$ cat src/rtl/bk_seq_pkg.sv
// Backup-RAM sector sequencer: shared types and widths.
//   bk_state_t  : sequencer FSM state
//   BK_LBA_W    : live sector-number width (sd_lba[6:0])
//   BK_SD_LBA_W : full hps_io sd_lba width
//   BK_TMO_W    : ack timeout counter width
package bk_seq_pkg;

  typedef enum logic [1:0] {BK_IDLE, BK_REQ, BK_XFER} bk_state_t;

  localparam int unsigned BK_LBA_W    = 7;
  localparam int unsigned BK_SD_LBA_W = 32;
  localparam int unsigned BK_TMO_W    = 24;

endpackage

$ cat src/rtl/bk_sector_seq_if.sv
// hps_io SD-block handshake between the backup-RAM sequencer and hps_io.
//   master (sequencer): drives sd_lba, sd_rd, sd_wr; receives sd_ack
//   slave  (hps_io)   : receives sd_lba, sd_rd, sd_wr; drives sd_ack
interface bk_sector_seq_if;
  import bk_seq_pkg::*;

  logic [BK_SD_LBA_W-1:0] sd_lba;
  logic                   sd_rd;
  logic                   sd_wr;
  logic                   sd_ack;

  modport master (output sd_lba, output sd_rd, output sd_wr, input sd_ack);
  modport slave  (input sd_lba, input sd_rd, input sd_wr, output sd_ack);

endinterface

$ cat src/rtl/bk_edge_det.sv
// Registered 1-bit rise/fall detector with synchronous active-high reset.
//   clk_i, rst_i : clock, synchronous reset
//   d_i          : level to watch
//   rise_o/fall_o: one-cycle pulse, one edge after the level change is sampled
module bk_edge_det (
  input  logic clk_i,
  input  logic rst_i,
  input  logic d_i,
  output logic rise_o,
  output logic fall_o
);

  logic prev_q;
  logic rise_q;
  logic fall_q;

  always_ff @(posedge clk_i) begin
    if (rst_i) begin
      prev_q <= 1'b0;
      rise_q <= 1'b0;
      fall_q <= 1'b0;
    end else begin
      prev_q <= d_i;
      rise_q <= d_i & ~prev_q;
      fall_q <= ~d_i & prev_q;
    end
  end

  assign rise_o = rise_q;
  assign fall_o = fall_q;

endmodule

$ cat src/rtl/bk_sector_seq.sv
// Backup-RAM sector sequencer: decides when a save image is usable and runs
// multi-sector loads/saves over the hps_io SD-block handshake, including the
// automatic load after a ROM download; tracks unsaved changes for the LED.
// Optional feature macro: BK_AUTOSAVE_EN (autosave when the OSD opens).
// Ports:
//   clk_sys, reset                 : clock, synchronous active-high reset
//   dl_active, img_mounted,
//   img_readonly, img_size_nz      : download / save-image status
//   load_req, save_req             : OSD level requests (rising edge acts)
//   autosave_en, osd_open          : autosave option, OSD visible
//   bram_change                    : cart wrote backup RAM (pulse)
//   sd                             : hps_io sector handshake (master)
//   bk_ena, bk_loading, bk_busy,
//   sav_pending, bk_err            : status outputs
module bk_sector_seq
  import bk_seq_pkg::*;
#(
  parameter int unsigned SECTORS     = 128,
  parameter int unsigned ACK_TIMEOUT = 24'hFFFFFF
) (
  input  logic            clk_sys,
  input  logic            reset,
  input  logic            dl_active,
  input  logic            img_mounted,
  input  logic            img_readonly,
  input  logic            img_size_nz,
  input  logic            load_req,
  input  logic            save_req,
  input  logic            autosave_en,
  input  logic            osd_open,
  input  logic            bram_change,
  bk_sector_seq_if.master sd,
  output logic            bk_ena,
  output logic            bk_loading,
  output logic            bk_busy,
  output logic            sav_pending,
  output logic            bk_err
);

  localparam logic [BK_LBA_W-1:0] LAST_LBA = BK_LBA_W'(SECTORS - 1);
  localparam logic [BK_TMO_W-1:0] TMO_MAX  = BK_TMO_W'(ACK_TIMEOUT);

  bk_state_t             state_q, state_d;
  logic [BK_LBA_W-1:0]   lba_q, lba_d;
  logic [BK_TMO_W-1:0]   tmo_q, tmo_d;
  logic                  rd_q, rd_d;
  logic                  wr_q, wr_d;
  logic                  loading_q, loading_d;
  logic                  busy_q, busy_d;
  logic                  err_q, err_d;
  logic                  ena_q, ena_d;
  logic                  pend_q, pend_d;

  logic load_rise, save_rise, dl_rise, dl_fall, ack_rise, ack_fall;
  logic load_fall_unused, save_fall_unused;
  logic save_trig;
  logic auto_load_c, load_go_c, save_go_c, tmo_hit_c, is_load_c;

  bk_edge_det u_load_ed (.clk_i(clk_sys), .rst_i(reset), .d_i(load_req),
                         .rise_o(load_rise), .fall_o(load_fall_unused));
  bk_edge_det u_save_ed (.clk_i(clk_sys), .rst_i(reset), .d_i(save_req),
                         .rise_o(save_rise), .fall_o(save_fall_unused));
  bk_edge_det u_dl_ed   (.clk_i(clk_sys), .rst_i(reset), .d_i(dl_active),
                         .rise_o(dl_rise), .fall_o(dl_fall));
  bk_edge_det u_ack_ed  (.clk_i(clk_sys), .rst_i(reset), .d_i(sd.sd_ack),
                         .rise_o(ack_rise), .fall_o(ack_fall));

`ifdef BK_AUTOSAVE_EN
  // Level-sensitive autosave request, registered so it lines up with the edge triggers.
  logic auto_q;
  always_ff @(posedge clk_sys) begin
    if (reset) auto_q <= 1'b0;
    else       auto_q <= pend_q & osd_open & autosave_en;
  end
  assign save_trig = save_rise | auto_q;
`else
  logic autosave_unused;
  assign autosave_unused = autosave_en;
  assign save_trig       = save_rise;
`endif

  // Trigger qualification; load outranks save when both arrive together.
  assign auto_load_c = dl_fall & ena_q & img_size_nz;
  assign load_go_c   = load_rise & ena_q;
  assign save_go_c   = save_trig & ena_q;
  assign tmo_hit_c   = (ACK_TIMEOUT != 0) && (state_q != BK_IDLE) && (tmo_q == TMO_MAX);

  // State register and all registered outputs.
  always_ff @(posedge clk_sys) begin
    if (reset) begin
      state_q   <= BK_IDLE;
      lba_q     <= '0;
      tmo_q     <= '0;
      rd_q      <= 1'b0;
      wr_q      <= 1'b0;
      loading_q <= 1'b0;
      busy_q    <= 1'b0;
      err_q     <= 1'b0;
      ena_q     <= 1'b0;
      pend_q    <= 1'b0;
    end else begin
      state_q   <= state_d;
      lba_q     <= lba_d;
      tmo_q     <= tmo_d;
      rd_q      <= rd_d;
      wr_q      <= wr_d;
      loading_q <= loading_d;
      busy_q    <= busy_d;
      err_q     <= err_d;
      ena_q     <= ena_d;
      pend_q    <= pend_d;
    end
  end

  // Next-state and output logic.
  always_comb begin
    state_d   = state_q;
    lba_d     = lba_q;
    rd_d      = rd_q;
    wr_d      = wr_q;
    loading_d = loading_q;
    err_d     = 1'b0;
    ena_d     = ena_q;
    pend_d    = pend_q;
    is_load_c = auto_load_c | load_go_c;

    if (tmo_hit_c) begin
      // hps_io stopped answering: drop the request, keep sd_lba for debug.
      state_d   = BK_IDLE;
      rd_d      = 1'b0;
      wr_d      = 1'b0;
      loading_d = 1'b0;
      err_d     = 1'b1;
    end else begin
      case (state_q)
        BK_IDLE: begin
          if (is_load_c | save_go_c) begin
            state_d   = BK_REQ;
            lba_d     = '0;
            loading_d = is_load_c;
            rd_d      = is_load_c;
            wr_d      = ~is_load_c;
          end
        end
        BK_REQ: begin
          if (ack_rise) begin
            rd_d    = 1'b0;
            wr_d    = 1'b0;
            state_d = BK_XFER;
          end
        end
        BK_XFER: begin
          if (ack_fall) begin
            if (lba_q == LAST_LBA) begin
              loading_d = 1'b0;
              state_d   = BK_IDLE;
            end else begin
              lba_d   = lba_q + BK_LBA_W'(1);
              rd_d    = loading_q;
              wr_d    = ~loading_q;
              state_d = BK_REQ;
            end
          end
        end
        default: begin
          state_d   = BK_IDLE;
          rd_d      = 1'b0;
          wr_d      = 1'b0;
          loading_d = 1'b0;
        end
      endcase
    end

    busy_d = (state_d != BK_IDLE);
    // Per-edge watchdog: restarts whenever the state changes.
    tmo_d  = (busy_d && (state_d == state_q)) ? tmo_q + BK_TMO_W'(1) : '0;

    // A fresh download invalidates the image until it is mounted again.
    if (dl_rise) ena_d = 1'b0;
    if (dl_active & img_mounted & ~img_readonly) ena_d = 1'b1;

    // A new change wins over the clear caused by an ongoing transfer.
    if (busy_q) pend_d = 1'b0;
    if (bram_change & ~osd_open) pend_d = 1'b1;
  end

  assign sd.sd_lba   = BK_SD_LBA_W'(lba_q);
  assign sd.sd_rd    = rd_q;
  assign sd.sd_wr    = wr_q;
  assign bk_ena      = ena_q;
  assign bk_loading  = loading_q;
  assign bk_busy     = busy_q;
  assign sav_pending = pend_q;
  assign bk_err      = err_q;

endmodule

$ cat src/flat_wrapper.sv
// flat-port wrapper written by rule: the top's interface ports become plain ports
module bk_sector_seq_flat import bk_seq_pkg::*;
#(
  parameter int unsigned SECTORS     = 128,
  parameter int unsigned ACK_TIMEOUT = 24'hFFFFFF
)
  (clk_sys, reset, dl_active, img_mounted, img_readonly, img_size_nz, load_req, save_req, autosave_en, osd_open, bram_change, bk_ena, bk_loading, bk_busy, sav_pending, bk_err, sd_sd_lba, sd_sd_rd, sd_sd_wr, sd_sd_ack);
  bk_sector_seq_if sd_i ();
  input  logic clk_sys;
  input  logic reset;
  input  logic dl_active;
  input  logic img_mounted;
  input  logic img_readonly;
  input  logic img_size_nz;
  input  logic load_req;
  input  logic save_req;
  input  logic autosave_en;
  input  logic osd_open;
  input  logic bram_change;
  output logic bk_ena;
  output logic bk_loading;
  output logic bk_busy;
  output logic sav_pending;
  output logic bk_err;
  output wire logic [$bits(sd_i.sd_lba)-1:0] sd_sd_lba;
  output wire logic [$bits(sd_i.sd_rd)-1:0] sd_sd_rd;
  output wire logic [$bits(sd_i.sd_wr)-1:0] sd_sd_wr;
  input wire logic [$bits(sd_i.sd_ack)-1:0] sd_sd_ack;
  assign sd_sd_lba = sd_i.sd_lba;
  assign sd_sd_rd = sd_i.sd_rd;
  assign sd_sd_wr = sd_i.sd_wr;
  assign sd_i.sd_ack = sd_sd_ack;
  bk_sector_seq #(.SECTORS(SECTORS), .ACK_TIMEOUT(ACK_TIMEOUT)) u_core (.clk_sys(clk_sys), .reset(reset), .dl_active(dl_active), .img_mounted(img_mounted), .img_readonly(img_readonly), .img_size_nz(img_size_nz), .load_req(load_req), .save_req(save_req), .autosave_en(autosave_en), .osd_open(osd_open), .bram_change(bram_change), .sd(sd_i), .bk_ena(bk_ena), .bk_loading(bk_loading), .bk_busy(bk_busy), .sav_pending(sav_pending), .bk_err(bk_err));
endmodule
$ cat config.mk
export PLATFORM = sky130hd
export DESIGN_NAME = bk_sector_seq_flat
export DESIGN_NICKNAME = d
export VERILOG_FILES = /design/src/rtl/bk_seq_pkg.sv /design/src/rtl/bk_sector_seq_if.sv /design/src/rtl/bk_edge_det.sv /design/src/rtl/bk_sector_seq.sv /design/src/flat_wrapper.sv
export SDC_FILE = /design/constraint.sdc
export NUM_CORES = 1
export LEC_CHECK = 0
export BUFFER_PORTS_ARGS = -buffer_cell sky130_fd_sc_hd__buf_2
export CAP_MARGIN = 30
export CELL_PAD_IN_SITES_DETAIL_PLACEMENT = 1
export CELL_PAD_IN_SITES_GLOBAL_PLACEMENT = 1
export CORE_MARGIN = 2
export CORE_UTILIZATION = 30
export DETAILED_ROUTE_END_ITERATION = 16
export PLACE_DENSITY_LB_ADDON = 0.1
export SLEW_MARGIN = 10
export SYNTH_ARGS = -nofsm -noshare
export SYNTH_HDL_FRONTEND = slang
export SYNTH_SLANG_ARGS = --single-unit
$ cat constraint.sdc
create_clock -name clk_sys -period 3.32 [get_ports clk_sys]
set_clock_uncertainty 0.1 [all_clocks]
set_input_delay 0.332 -clock clk_sys [delete_from_list [all_inputs] [get_ports clk_sys]]
set_output_delay 0.332 -clock clk_sys [all_outputs]
set_load 0.02 [all_outputs]
* Word level (Yosys, flattened, before mapping) *
Index checks and enable logic that the tools add are counted.

word-level totals
  logic and storage cells = 100
  bits in registers = 50
  input bits = 12

operators by class
  add/sub/neg operators = 2
  reductions and logical operators = 13
  bitwise logic cells = 28
  eq/ne operators = 10
  multiplexer cells = 27

operators by type and width
  cell                     count
  $add A24 B1 Y24 const B  1
  $eq A24 B24 Y1 const B   1
  $mux W7                  3
  $mux W1                  15
  $pmux W7 S2              1
  $and A1 B1 Y1            13
  $not A1 Y1               13
  $reduce_bool A2 Y1       5
  $pmux W1 S3              3
  $mux W2                  4
  $reduce_and A4 Y1        2
  $add A7 B1 Y7 const B    1
  $eq A7 B7 Y1 const B     1
  $ne A2 B2 Y1 const B     3
  $pmux W2 S3              1
  $reduce_and A5 Y1        1
  $ne A2 B1 Y1 const B     2
  $reduce_or A2 Y1         2
  $eq A2 B1 Y1 const B     1
  $eq A2 B2 Y1             1
  $eq A2 B2 Y1 const B     1
  $logic_and A1 B1 Y1      2
  $logic_not A2 Y1         1
  $or A1 B1 Y1             2

* Logic depth before layout (Yosys ltp) *
Gate-level depths: netlist of the first run.

  word-level depth = 11
  gate-level depth with buffers = 8

* Modules after synthesis *
Synthesis of the first run repeated with hierarchy kept, for this count alone.

unflattened totals
  cells, all modules = 270
  area total of the unflattened synthesis = 2444.8 um^2

by module, submodules not included
  module         sequential area each (um^2)  cells each  area an instance (um^2)  times used
  bk_sector_seq  800.8                        246         2079.5                   1
  bk_edge_det    60.1                         6           91.3                     4

* Worst setup path after synthesis of the first run *
No wires, ideal clock.

  path kind = register to register
  from = reg u_core.lba_q[0]
  to = reg u_core.lba_q[2]
  library setup time = 0.115 ns
  path slack = 1.442 ns
  path buffers = 0
  cell stages (with the launch flop) = 7
  required time = 3.105 ns
  period minus slack after synthesis = 1.878 ns
  data arrival time = 1.663 ns
  path through = dfxtp_1 ha_1 and3_1 a41oi_2 o21ba_2 and4_4 o21a_1

between the ends
  word-level cells in the longest chain between the ends = 4

RTL lines
  what                    RTL line              text
  from (decl)             bk_sector_seq.sv:44   logic [BK_LBA_W-1:0] lba_q, lba_d;
  from (signal assigned)  bk_sector_seq.sv:103  lba_q <= lba_d;
  $add A7 B1 Y7           bk_sector_seq.sv:158  lba_d = lba_q + BK_LBA_W'(1);
  $mux W7                 bk_sector_seq.sv:154  if (lba_q == LAST_LBA) begin
  $mux W7                 bk_sector_seq.sv:153  if (ack_fall) begin
  $pmux W7 S2             bk_sector_seq.sv:135  case (state_q)

Several ways; a longest one is shown, not always the timed one. The select of a mux whose other input is x is not followed.
A chain may end at the register's enable or synchronous reset.

* Worst setup path after layout of the first run *
  from = reg u_core.tmo_q[0]
  to = reg u_core.tmo_q[10]

between the ends
  word-level cells in the longest chain between the ends = 7

RTL lines
  what                                                       RTL line                                    text
  from (decl)                                                bk_sector_seq.sv:45                         logic [BK_TMO_W-1:0] tmo_q, tmo_d;
  from (signal assigned)                                     bk_sector_seq.sv:104                        tmo_q <= tmo_d;
  $eq A24 B24 Y1                                             bk_sector_seq.sv:86                         assign tmo_hit_c = (ACK_TIMEOUT != 0) && (state_q != BK_IDLE) && (tmo_q == TMO_MAX);
  $logic_and A1 B1 Y1                                        bk_sector_seq.sv:86
  $mux W2                                                    bk_sector_seq.sv:127                        if (tmo_hit_c) begin
  $eq A2 B2 Y1 / $reduce_bool A2 Y1 (equally long branches)  bk_sector_seq.sv:176, bk_sector_seq.sv:174
  $logic_and A1 B1 Y1                                        bk_sector_seq.sv:176                        tmo_d = (busy_d && (state_d == state_q)) ? tmo_q + BK_TMO_W'(1) : '0;
  $not A1 Y1 (no line)                                       --
  $reduce_or A2 Y1 (no line)                                 --

Several ways; a longest one is shown, not always the timed one.

==> impl_metrics.csv, run 1 <==
group,metric,value,unit
sta,rsz0062_at_grt,"no",
logic_synthesis,muxShareOfSynthArea,2.119,%
power_and_ir_drop,power.leakage,0.9762,nW
logic_synthesis,synth_compound_area_share,7.733,%
cells_and_area,top_register,"u_core.tmo_q",
die,ioPinCount,51,
sta,layout_setup_ws,1280,ps
die,start_util,30.73,%
logic_synthesis,synth.most_common_cell,"dfxtp_1",
logic_synthesis,ys_seq_area_share,42.37,%
logic_synthesis,synthAdderAreaFrac,1.059,%
critical_path,worstPathRequired,3400,ps
die,dieArea,8600,µm²
critical_path,reg2reg_slack,1280,ps
place,port_buffers,24,
sta,setup_viol,0,
grt,grt_overflow_total,0,
logic_synthesis,syn_inst,258,
cells_and_area,final_layout_size_suffix_gt1_share,16.37,%
critical_path,crit_fanout,23,
routing,wl_per_cell,12.14,µm
clocking,cts.hold.buffers_added,0,
clocking,clk_latency,310,ps
cells_and_area,final_util,33.28,%
die,die_w,92.74,µm
cells_and_area,final_nets,294,
clocking,tritoncts.num_buffers,5,
cells_and_area,num_antenna_cells,0,
grt,grt.total_usage,11.62,%
routing,via_count,1716,
power_and_ir_drop,power_density,413.2,nW/µm²
routing,drt_iter0_drc,37,
logic_synthesis,synth_xor_area_share,8.157,%
logic_synthesis,syn-cell-area,2362,µm²
critical_path,cp_data_arrival_time,2120,ps
die,std_cell_rows,32,
logic_synthesis,synth-edff-count,0,
sta,slew_violations,0,
logic_synthesis,avgSynthCellArea,9.156,µm²
cells_and_area,syn2layout_area_growth,8.315,%
grt,grt_start_max_net_pins,24,
logic_synthesis,synthArstFlopShare,0,%
clocking,root_buffer,"clkbuf_8",
logic_synthesis,synth_warnings,0,
routing,drt_wl_total,4651,µm
sta,fin_setup_tns,0,ps
routing,routed_via_density,4.480,
cells_and_area,register_area,1001,µm²
routing,drc,0,
sta,period_needed,2040,ps
logic_synthesis,netlist.top_cell.by_area,"dfxtp_1",
critical_path,crit_type,"reg -> reg",
job,drv_cap,0,
logic_synthesis,synth_cell_types,45,
die,core-area,7687,µm²
logic_synthesis,synth_simple_gate_area_share,27.60,%
clocking,cts_resized,0,
power_and_ir_drop,total_power,1.057,mW
worst_hold_path,worstHoldPathType,"in -> reg",
grt,grt_pass1_vias,1729,
sta,hold_slack,100.9,ps
grt,grt_pass1_wl,8031,µm
sta,fin_crit_sh,61.44,%
clocking,cts_tree,"built",
die,die_h,92.74,µm
status,status,"finished clean",
power_and_ir_drop,irDropWorstVdd,0.1394,mV
logic_synthesis,synth_top_family_by_area,"simple AND/OR/NAND/NOR gates",
cells_and_area,multi_input_area,1196,µm²
sta,max_freq,490.2,MHz
routing,drtAntennaViolNets,0,
clocking,clock_path_buffers,2,
logic_synthesis,synth_top_area_share,42.37,%
clocking,h-tree-depth,2,
routing,firstDrtPassIters,4,
place,post-place-ws,1219,ps
cells_and_area,nFillCells,925,
grt,antenna_found_initial,0,
cells_and_area,largest_register_ffs,24,
clocking,clk_pin_slew,100,ps
cells_and_area,reg_top3,"u_core.tmo_q x24, u_core.lba_q x7, u_core.state_q x2",
clocking,cts_setup_buffers,0,
sta,hold_violations,0,
logic_synthesis,synth_seq_cells,50,
logic_synthesis,synth_flop_cell,"dfxtp_1",
place,dpl.hpwl,3339,µm
place,place_congestion,0.6970,
clocking,clock_sinks,50,
critical_path,start_kind,"flop",
logic_synthesis,synth_area_leaders,"dfxtp_1 42%, buf_4 8.6%, xor2_1 6.3%, nor2_1 4.9%, nand4_1 2.6%",
logic_synthesis,synth_commonest_cells,"50 x dfxtp_1, 31 x nor2_1, 27 x buf_4, 17 x xor2_1, 13 x nand2_1",
critical_path,crit_path_end_kind,"flop",
metrics by stage:
stage          instances  instance area, µm²
5_1_grt              383                2559
3_3_place_gp         375                2464
4_1_cts              383                2559
2_1_floorplan        282                2452
6_report             383                2559
3_5_place_dp         375                2464
kinds of logic after synthesis:
logic type,Yosys count
simple gates,115
other cells,1
compound gates,25
fa+ha+maj,2
xor+xnor,22
flops,50
mux,5
buf+inv,38
cell usage in the layout, fill, tap and decap left out, types with 2 or more instances in the layout:
master	count
dfxtp_1	50
o21a_1	2
o21ai_0	4
xor2_1	17
conb_1	25
buf_2	24
xnor2_1	5
nor3b_1	2
mux2i_1	5
nand4_1	10
inv_1	5
nor3_2	2
a21oi_1	6
nand2b_1	8
nor3_1	7
and4_4	3
and3_1	5
nand2_1	13
and4_1	5
ha_1	2
o21ba_2	2
nor2b_1	10
clkbuf_8	6
nor2_1	31
nand3_1	12
power breakdown:
part / total, mW / leakage [nW] / switching, mW / internal, mW
Clock: 0.374 / 0.0472 / 0.206 / 0.168
Combinational: 0.0679 / 0.524 / 0.0496 / 0.0183
Sequential: 0.615 / 0.405 / 0.00609 / 0.609
Total: 1.06 / 0.976 / 0.262 / 0.795
critical path, cell delays in order, from the launching register on:
cell and delay, ps:
dfxtp_1 380, ha_1 220, and4_1 330, and4_4 300, nand2_4 100, nand2b_2 380, nor2_1 100
worst paths after layout:
| check | startpoint | to | cells past startpoint |
|---|---|---|---|
| min | sd_sd_ack | u_core.u_ack_ed.fall_o$_SDFF_PP0_ | 2 |
| max reg2reg | u_core.tmo_q[0]$_SDFF_PP0_ | u_core.tmo_q[10]$_SDFF_PP0_ | 6 |
| max | u_core.tmo_q[0]$_SDFF_PP0_ | u_core.tmo_q[10]$_SDFF_PP0_ | 6 |
| min reg2reg | u_core.u_save_ed.prev_q$_SDFF_PP0_ | u_core.u_save_ed.rise_o$_SDFF_PP0_ | 1 |
cell type report:
type	count	area share [%]
clock buffers	6	3.227
clock inverters	2	0.4890
inverters	5	0.7335
multi-input cells	194	46.75
flip-flops and latches	50	39.12
well taps	102	4.988
repair buffers	24	4.694
per-layer routing:
layer | part of all wire (%) | wire length, µm | GRT usage (%) | vias to the layer above
met5 | 0 | 0 | 0 | -
met1 | 46 | 2162 | 14.12 | 810
met4 | 1.6 | 75 | 4.779 | 0
met3 | 3.4 | 156 | 2.848 | 7
li1 | - | - | - | 875
met2 | 49 | 2257 | 19.65 | 24
No activity file was read; power rests on OpenSTA's default activity.
==> run 2, diff against run 1 <==
--- a/config.mk
+++ b/config.mk
@@ -5,6 +5,7 @@
 export SDC_FILE = /design/constraint.sdc
 export NUM_CORES = 1
 export LEC_CHECK = 0
+export ABC_AREA = 1
 export BUFFER_PORTS_ARGS = -buffer_cell sky130_fd_sc_hd__buf_2
 export CAP_MARGIN = 30
 export CELL_PAD_IN_SITES_DETAIL_PLACEMENT = 1
==> constraint.sdc (replaced) <==
create_clock -name clk_sys -period 1.93 [get_ports clk_sys]
set_clock_uncertainty 0.1 [all_clocks]
set_input_delay 0.193 -clock clk_sys [delete_from_list [all_inputs] [get_ports clk_sys]]
set_output_delay 0.193 -clock clk_sys [all_outputs]
set_load 0.02 [all_outputs]
==> run 2 against run 1 <==
  * Non-clock buffer count up 37
  * Worst hold slack worse by 88 ps
  * First-iteration DRC count down 30%
  * Via count up 26%
  * Maximum frequency up 10%
  * Wire length up 26%
  * Critical path type unchanged
==> impl_metrics.csv, run 2 <==
group,metric,value,unit
power_and_ir_drop,power.internal,1.504,mW
critical_path,path_buf_inv,1,
routing,drt_iter0_drc,26,
sta,layout_setup_ws,80.51,ps
routing,via_count,2166,
die,ioPinCount,51,
clocking,root_buffer,"clkbuf_8",
die,dieArea,9710,µm²
place,post-place-ws,39.30,ps
grt,antenna_found_initial,0,
logic_synthesis,synthArstFlopShare,0,%
sta,fin_crit_sh,95.83,%
cells_and_area,num_antenna_cells,0,
power_and_ir_drop,clkPwrFrac,38.7,%
critical_path,crit_type,"reg -> reg",
clocking,clk_latency,310,ps
clocking,clock_sinks,50,
place,postPlaceCellArea,3040,µm²
clocking,clk_pin_slew,100,ps
cells_and_area,mostFrequentLayoutCells,"62 x nand2_1, 42 x dfxtp_1, 34 x inv_1",
job,drv_cap,0,
logic_synthesis,synth_top_area_share,37.33,%
cells_and_area,largest_register_ffs,24,
power_and_ir_drop,comb_power_share,9.1,%
power_and_ir_drop,power.switching_fraction,25.86,%
power_and_ir_drop,power_density,611.8,nW/µm²
routing,firstDrtPassIters,5,
cells_and_area,final_common_cell,"nand2_1",
logic_synthesis,synth.most_common_cell,"nand2_1",
place,port_buffers,24,
routing,drt_wl_total,5848,µm
die,die_w,98.54,µm
clocking,clock_path_buffers,2,
logic_synthesis,synth_commonest_cells,"62 x nand2_1, 50 x dfxtp_1, 37 x nor2_1, 34 x inv_1, 25 x buf_4",
logic_synthesis,avgSynthCellArea,7.910,µm²
critical_path,reg2reg_slack,80,ps
logic_synthesis,syn-cell-area,2681,µm²
sta,fin_setup_tns,0,ps
critical_path,slowest_stage,"dfxtp_2",
critical_path,cp_data_arrival_time,1990,ps
sta,hold_violations,0,
grt,grt_overflow_total,0,
routing,wl_per_cell,11.44,µm
critical_path,crit_fanout,8,
cells_and_area,design_area,3316,µm²
grt,grt_start_max_net_pins,18,
place,dpl.hpwl,4567,µm
critical_path,crit_path_end_kind,"flop",
sta,slew_violations,0,
sta,setup_viol,0,
critical_path,start_kind,"flop",
critical_path,worstPathRequired,2070,ps
logic_synthesis,syn_inst,339,
logic_synthesis,synth_cell_types,28,
clocking,tritoncts.num_buffers,5,
logic_synthesis,synth_warnings,0,
routing,drc,0,
grt,grt_pass1_wl,9853,µm
grt,grt_pass1_vias,2218,
power_and_ir_drop,irDropWorstVdd,0.3035,mV
logic_synthesis,synth_seq_cells,50,
cells_and_area,top_register,"u_core.tmo_q",
clocking,cts_tree,"built",
die,start_util,30.90,%
status,status,"finished clean",
cells_and_area,syn2layout_area_growth,23.66,%
die,core-area,8678,µm²
power_and_ir_drop,power.leakage,1.352,nW
grt,grt.total_usage,12.51,%
cells_and_area,final_layout_size_suffix_gt1_share,31.51,%
worst_hold_path,worstHoldPathType,"in -> reg",
die,std_cell_rows,34,
clocking,h-tree-depth,2,
cells_and_area,final_nets,416,
sta,max_freq,540.7,MHz
critical_path,cp_top_family,"simple AND/OR/NAND/NOR gates",
logic_synthesis,netlist.top_cell.by_area,"dfxtp_1",
routing,routed_via_density,4.239,
logic_synthesis,synth_flop_cell,"dfxtp_1",
critical_path,worstPathCellList,"ha_4 > nand2_4 > nor2_4 > nand2_4 > nor2_4 > nand3_4 > buf_4 > nand3_1 > o21ai_0 > a21oi_1",
cells_and_area,reg_top3,"u_core.tmo_q x24, u_core.lba_q x7, u_core.state_q x2",
power_and_ir_drop,p_sw,0.5245,mW
critical_path,max_stage_delay,370,ps
routing,drtAntennaViolNets,0,
sta,rsz0062_at_grt,"yes",
power_and_ir_drop,power_frac_seq,52.2,%
logic_synthesis,ys_seq_area_share,37.33,%
logic_synthesis,synth-edff-count,0,
die,die_h,98.54,µm
place,place_congestion,0.7454,
sta,period_needed,1849,ps
logic_synthesis,synth_area_leaders,"dfxtp_1 37%, nor2_4 10%, nand2_1 8.7%, buf_4 7.0%, nor2_1 5.2%",
run 2: area by class of cell:
class                   count  area, µm²
clock buffers               5      68.82
flip-flops and latches     50       1011
inverters                  38      142.6
fillers                  1073       5363
multi-input cells         246       1450
repair buffers             61      460.4
well taps                 108      135.1
clock inverters             3      47.55
run 2: path summary, 6_finish.rpt:
path	cells after the start	from	end
max reg2reg	10	u_core.tmo_q[0]$_SDFF_PP0_	u_core.lba_q[0]$_SDFFE_PP0P_
max	10	u_core.tmo_q[0]$_SDFF_PP0_	u_core.lba_q[0]$_SDFFE_PP0P_
min reg2reg	1	u_core.u_load_ed.prev_q$_SDFF_PP0_	u_core.u_load_ed.rise_o$_SDFF_PP0_
min	3	sd_sd_ack	u_core.u_ack_ed.prev_q$_SDFF_PP0_
run 2: layer usage:
layer / global-route usage (%) / vias to the layer above / wire length (µm) / share of wire (%)
li1: - / 1125 / - / -
met2: 22.61 / 27 / 3019 / 52
met5: 0 / - / 0 / 0
met3: 2.411 / 4 / 162 / 2.8
met1: 15.24 / 1010 / 2616 / 45
met4: 3.161 / 0 / 50 / 0.85
run 2: worst min-delay path: stages:
cell,delay (ps)
buf_2,70
inv_1,50
nor2_1,70
run 2: what timing repair did:
| action | CTS | global route |
|---|---|---|
| setup endpoints to repair | 0 | 29 |
| hold endpoints to repair | 4 | 0 |
| buffers inserted | 0 | 5 |
| hold buffers | 3 | 0 |
| resized for setup | 0 | 22 |
run 2: cells by family (layout without fill, tap and decap cells):
| logic type | after synthesis | count (layout) | share of synthesized area (%) |
|---|---|---|---|
| flops | 50 | 50 | 37.33 |
| compound gates | 19 | 19 | 3.686 |
| simple gates | 178 | 178 | 36.63 |
| xor+xnor | 22 | 22 | 7.186 |
| other cells | 1 | 25 | 0.1399 |
| buf+inv | 67 | 107 | 14.09 |
| fa+ha+maj | 2 | 2 | 0.9331 |
run 2: power groups by stage:
stage,Combinational (mW),Sequential [mW],Clock (mW)
4_1_cts,0.179,1.06,0.836
2_1_floorplan,0.156,1.09,0
3_3_place_gp,0.172,1.08,0
5_1_grt,0.204,1.06,0.866
6_report,0.184,1.06,0.785
3_5_place_dp,0.174,1.08,0
run 2: per-stage QoR:
step	cells	hold slack, ps	util, %	power [mW]
global route	511	21.99	38.21	2.133
CTS	505	0.9928	36.72	2.074
global placement	494	277.7	35.03	1.255
floorplan	363	165.0	-	1.248
finish	511	12.95	38.21	2.028
detailed placement	494	282.7	35.03	1.257
==> run 3, diff against run 2 <==
--- a/config.mk
+++ b/config.mk
@@ -8,12 +8,9 @@
 export ABC_AREA = 1
 export BUFFER_PORTS_ARGS = -buffer_cell sky130_fd_sc_hd__buf_2
 export CAP_MARGIN = 30
-export CELL_PAD_IN_SITES_DETAIL_PLACEMENT = 1
-export CELL_PAD_IN_SITES_GLOBAL_PLACEMENT = 1
 export CORE_MARGIN = 2
 export CORE_UTILIZATION = 30
 export DETAILED_ROUTE_END_ITERATION = 16
-export PLACE_DENSITY_LB_ADDON = 0.1
 export SLEW_MARGIN = 10
 export SYNTH_ARGS = -nofsm -noshare
 export SYNTH_HDL_FRONTEND = slang
==> run 3 against run 2 <==
  * Cell count fell by 2.5%
  * Highest routed layer unchanged
  * Die area did not move
  * Clock power decreased by 20%
  * Register-to-register slack got worse by 20 ps
  * Utilization fell by 1.5 points
  * Combinational power is 3% lower
  * Flip-flop and latch count is the same
  * Clock-buffer cell count rose by 2
  * Maximum frequency shrank 0.89%
  * Worst hold slack improved by 7.9 ps
==> impl_metrics.csv, run 3 (same netlist as run 2, synthesis figures left out) <==
group,metric,value,unit
die,start_util,30.90,%
clocking,clk_latency,300,ps
sta,fin_crit_sh,96.69,%
cells_and_area,nFillCells,931,
die,std_cell_rows,34,
critical_path,max_stage_delay,360,ps
status,status,"finished clean",
place,postPlaceCellArea,2923,µm²
sta,period_needed,1866,ps
power_and_ir_drop,power.leakage,1.277,nW
cells_and_area,reg_top3,"u_core.tmo_q x24, u_core.lba_q x7, u_core.state_q x2",
cells_and_area,final_layout_size_suffix_gt1_share,27.95,%
cells_and_area,design_area,3183,µm²
sta,setup_viol,0,
sta,layout_setup_ws,63.87,ps
grt,grt.total_usage,10.46,%
cells_and_area,final_common_cell,"nand2_1",
grt,grt_start_max_net_pins,16,
cells_and_area,syn2layout_area_growth,18.71,%
critical_path,worstPathRequired,2030,ps
routing,wl_per_cell,10.02,µm
clocking,clk_pin_slew,90,ps
routing,drt_iter0_drc,55,
routing,firstDrtPassIters,4,
cells_and_area,final_nets,403,
sta,hold_violations,0,
place,place_congestion,0.8537,
place,dpl.hpwl,3687,µm
cells_and_area,final_util,36.68,%
die,die_w,98.54,µm
critical_path,crit_top_cell,"nor2_4",
clocking,clock_path_buffers,2,
worst_hold_path,worstHoldPathType,"in -> reg",
grt,grt_overflow_total,0,
clocking,h-tree-depth,2,
job,drv_cap,0,
critical_path,crit_path_end_kind,"flop",
sta,max_freq,535.9,MHz
clocking,root_buffer,"clkbuf_8",
sta,rsz0062_at_grt,"yes",
die,core-area,8678,µm²
critical_path,cp_data_arrival_time,1970,ps
critical_path,start_kind,"flop",
routing,via_count,2122,
die,die_h,98.54,µm
power_and_ir_drop,irDropWorstVdd,0.4048,mV
sta,hold_slack,20.86,ps
routing,drc,0,
place,post-place-ws,21.33,ps
cells_and_area,mostFrequentLayoutCells,"60 x nand2_1, 46 x dfxtp_1, 34 x inv_1",
power_and_ir_drop,power_density,585.8,nW/µm²
grt,grt_pass1_vias,1981,
sta,slew_violations,0,
critical_path,slowest_stage,"dfxtp_2",
die,dieArea,9710,µm²
grt,antenna_found_initial,0,
clocking,clock_sinks,50,
clocking,cts_tree,"built",
routing,drt_wl_total,4989,µm
cells_and_area,largest_register_ffs,24,
routing,drtAntennaViolNets,0,
grt,grt_pass1_wl,8445,µm
die,ioPinCount,51,
cells_and_area,top_register,"u_core.tmo_q",
clocking,tritoncts.num_buffers,5,
place,port_buffers,24,
critical_path,crit_fanout,7,
routing,routed_via_density,4.261,
critical_path,worstPathCellList,"ha_4 > nand2_4 > nor2_4 > nand2_4 > nor2_4 > nand3_4 > nand2_2 > nand2_1 > nand2_1 > inv_2 > nand3_4 > clkbuf_16 > nor2_4",
critical_path,crit_type,"reg -> reg",
cells_and_area,num_antenna_cells,0,
run 3: path summary, 6_finish.rpt:
check                                     start                                 end  slack, ps  depth (start not counted)
min reg2reg  u_core.u_load_ed.prev_q$_SDFF_PP0_  u_core.u_load_ed.rise_o$_SDFF_PP0_        290                          1
max                  u_core.tmo_q[1]$_SDFF_PP0_          u_core.tmo_q[2]$_SDFF_PP0_         60                         13
max reg2reg          u_core.tmo_q[1]$_SDFF_PP0_          u_core.tmo_q[2]$_SDFF_PP0_         60                         13
min                                   sd_sd_ack   u_core.u_ack_ed.prev_q$_SDFF_PP0_         20                          3
run 3: critical path: cells and delay by family, from the launching register on:
kind | cells | cell delay, ps
DFF | 1 | 360
and+or+nand+nor | 10 | 900
adders and majority gates | 1 | 150
buffers and inverters | 2 | 250
run 3: routing by layer:
| metal | part of all wire [%] | track usage, % | wire length [µm] | vias to the layer above |
|---|---|---|---|---|
| li1 | - | - | - | 1106 |
| met1 | 44 | 12.38 | 2212 | 958 |
| met2 | 50 | 18.52 | 2479 | 52 |
| met3 | 5.0 | 2.766 | 247 | 6 |
| met4 | 1.0 | 3.161 | 51 | 0 |
| met5 | 0 | 0 | 0 | - |
run 3: area by class of cell:
| type | instances | area, µm² | area share [%] |
|---|---|---|---|
| timing repair buffer | 47 | 360.3 | 11.32 |
| inverter | 38 | 142.6 | 4.481 |
| sequential | 50 | 1006 | 31.60 |
| clock inverter | 1 | 5.005 | 0.1572 |
| multi-input combinational | 247 | 1448 | 45.48 |
| clock buffer | 7 | 86.33 | 2.712 |
| tap | 108 | 135.1 | 4.245 |
run 3: where the power goes:
part / switching, mW / internal, mW
Sequential: 0.0102 / 1.05
Clock: 0.336 / 0.290
Combinational: 0.124 / 0.0545
run 3: timing repair:
item / 4_1_cts / 5_1_grt
gates resized for setup: 0 / 15
endpoints found under the setup margin: 0 / 30
hold endpoints to repair: 3 / 0
setup buffers: 0 / 4
hold buffers: 3 / 0
run 3: per-stage QoR:
stage | power, mW | instances | setup TNS (ps)
finish | 1.865 | 498 | 0
global route | 1.950 | 498 | -611.8
CTS | 1.884 | 491 | 0
detailed placement | 1.247 | 480 | 0
global placement | 1.244 | 480 | 0
floorplan | 1.248 | 363 | 0
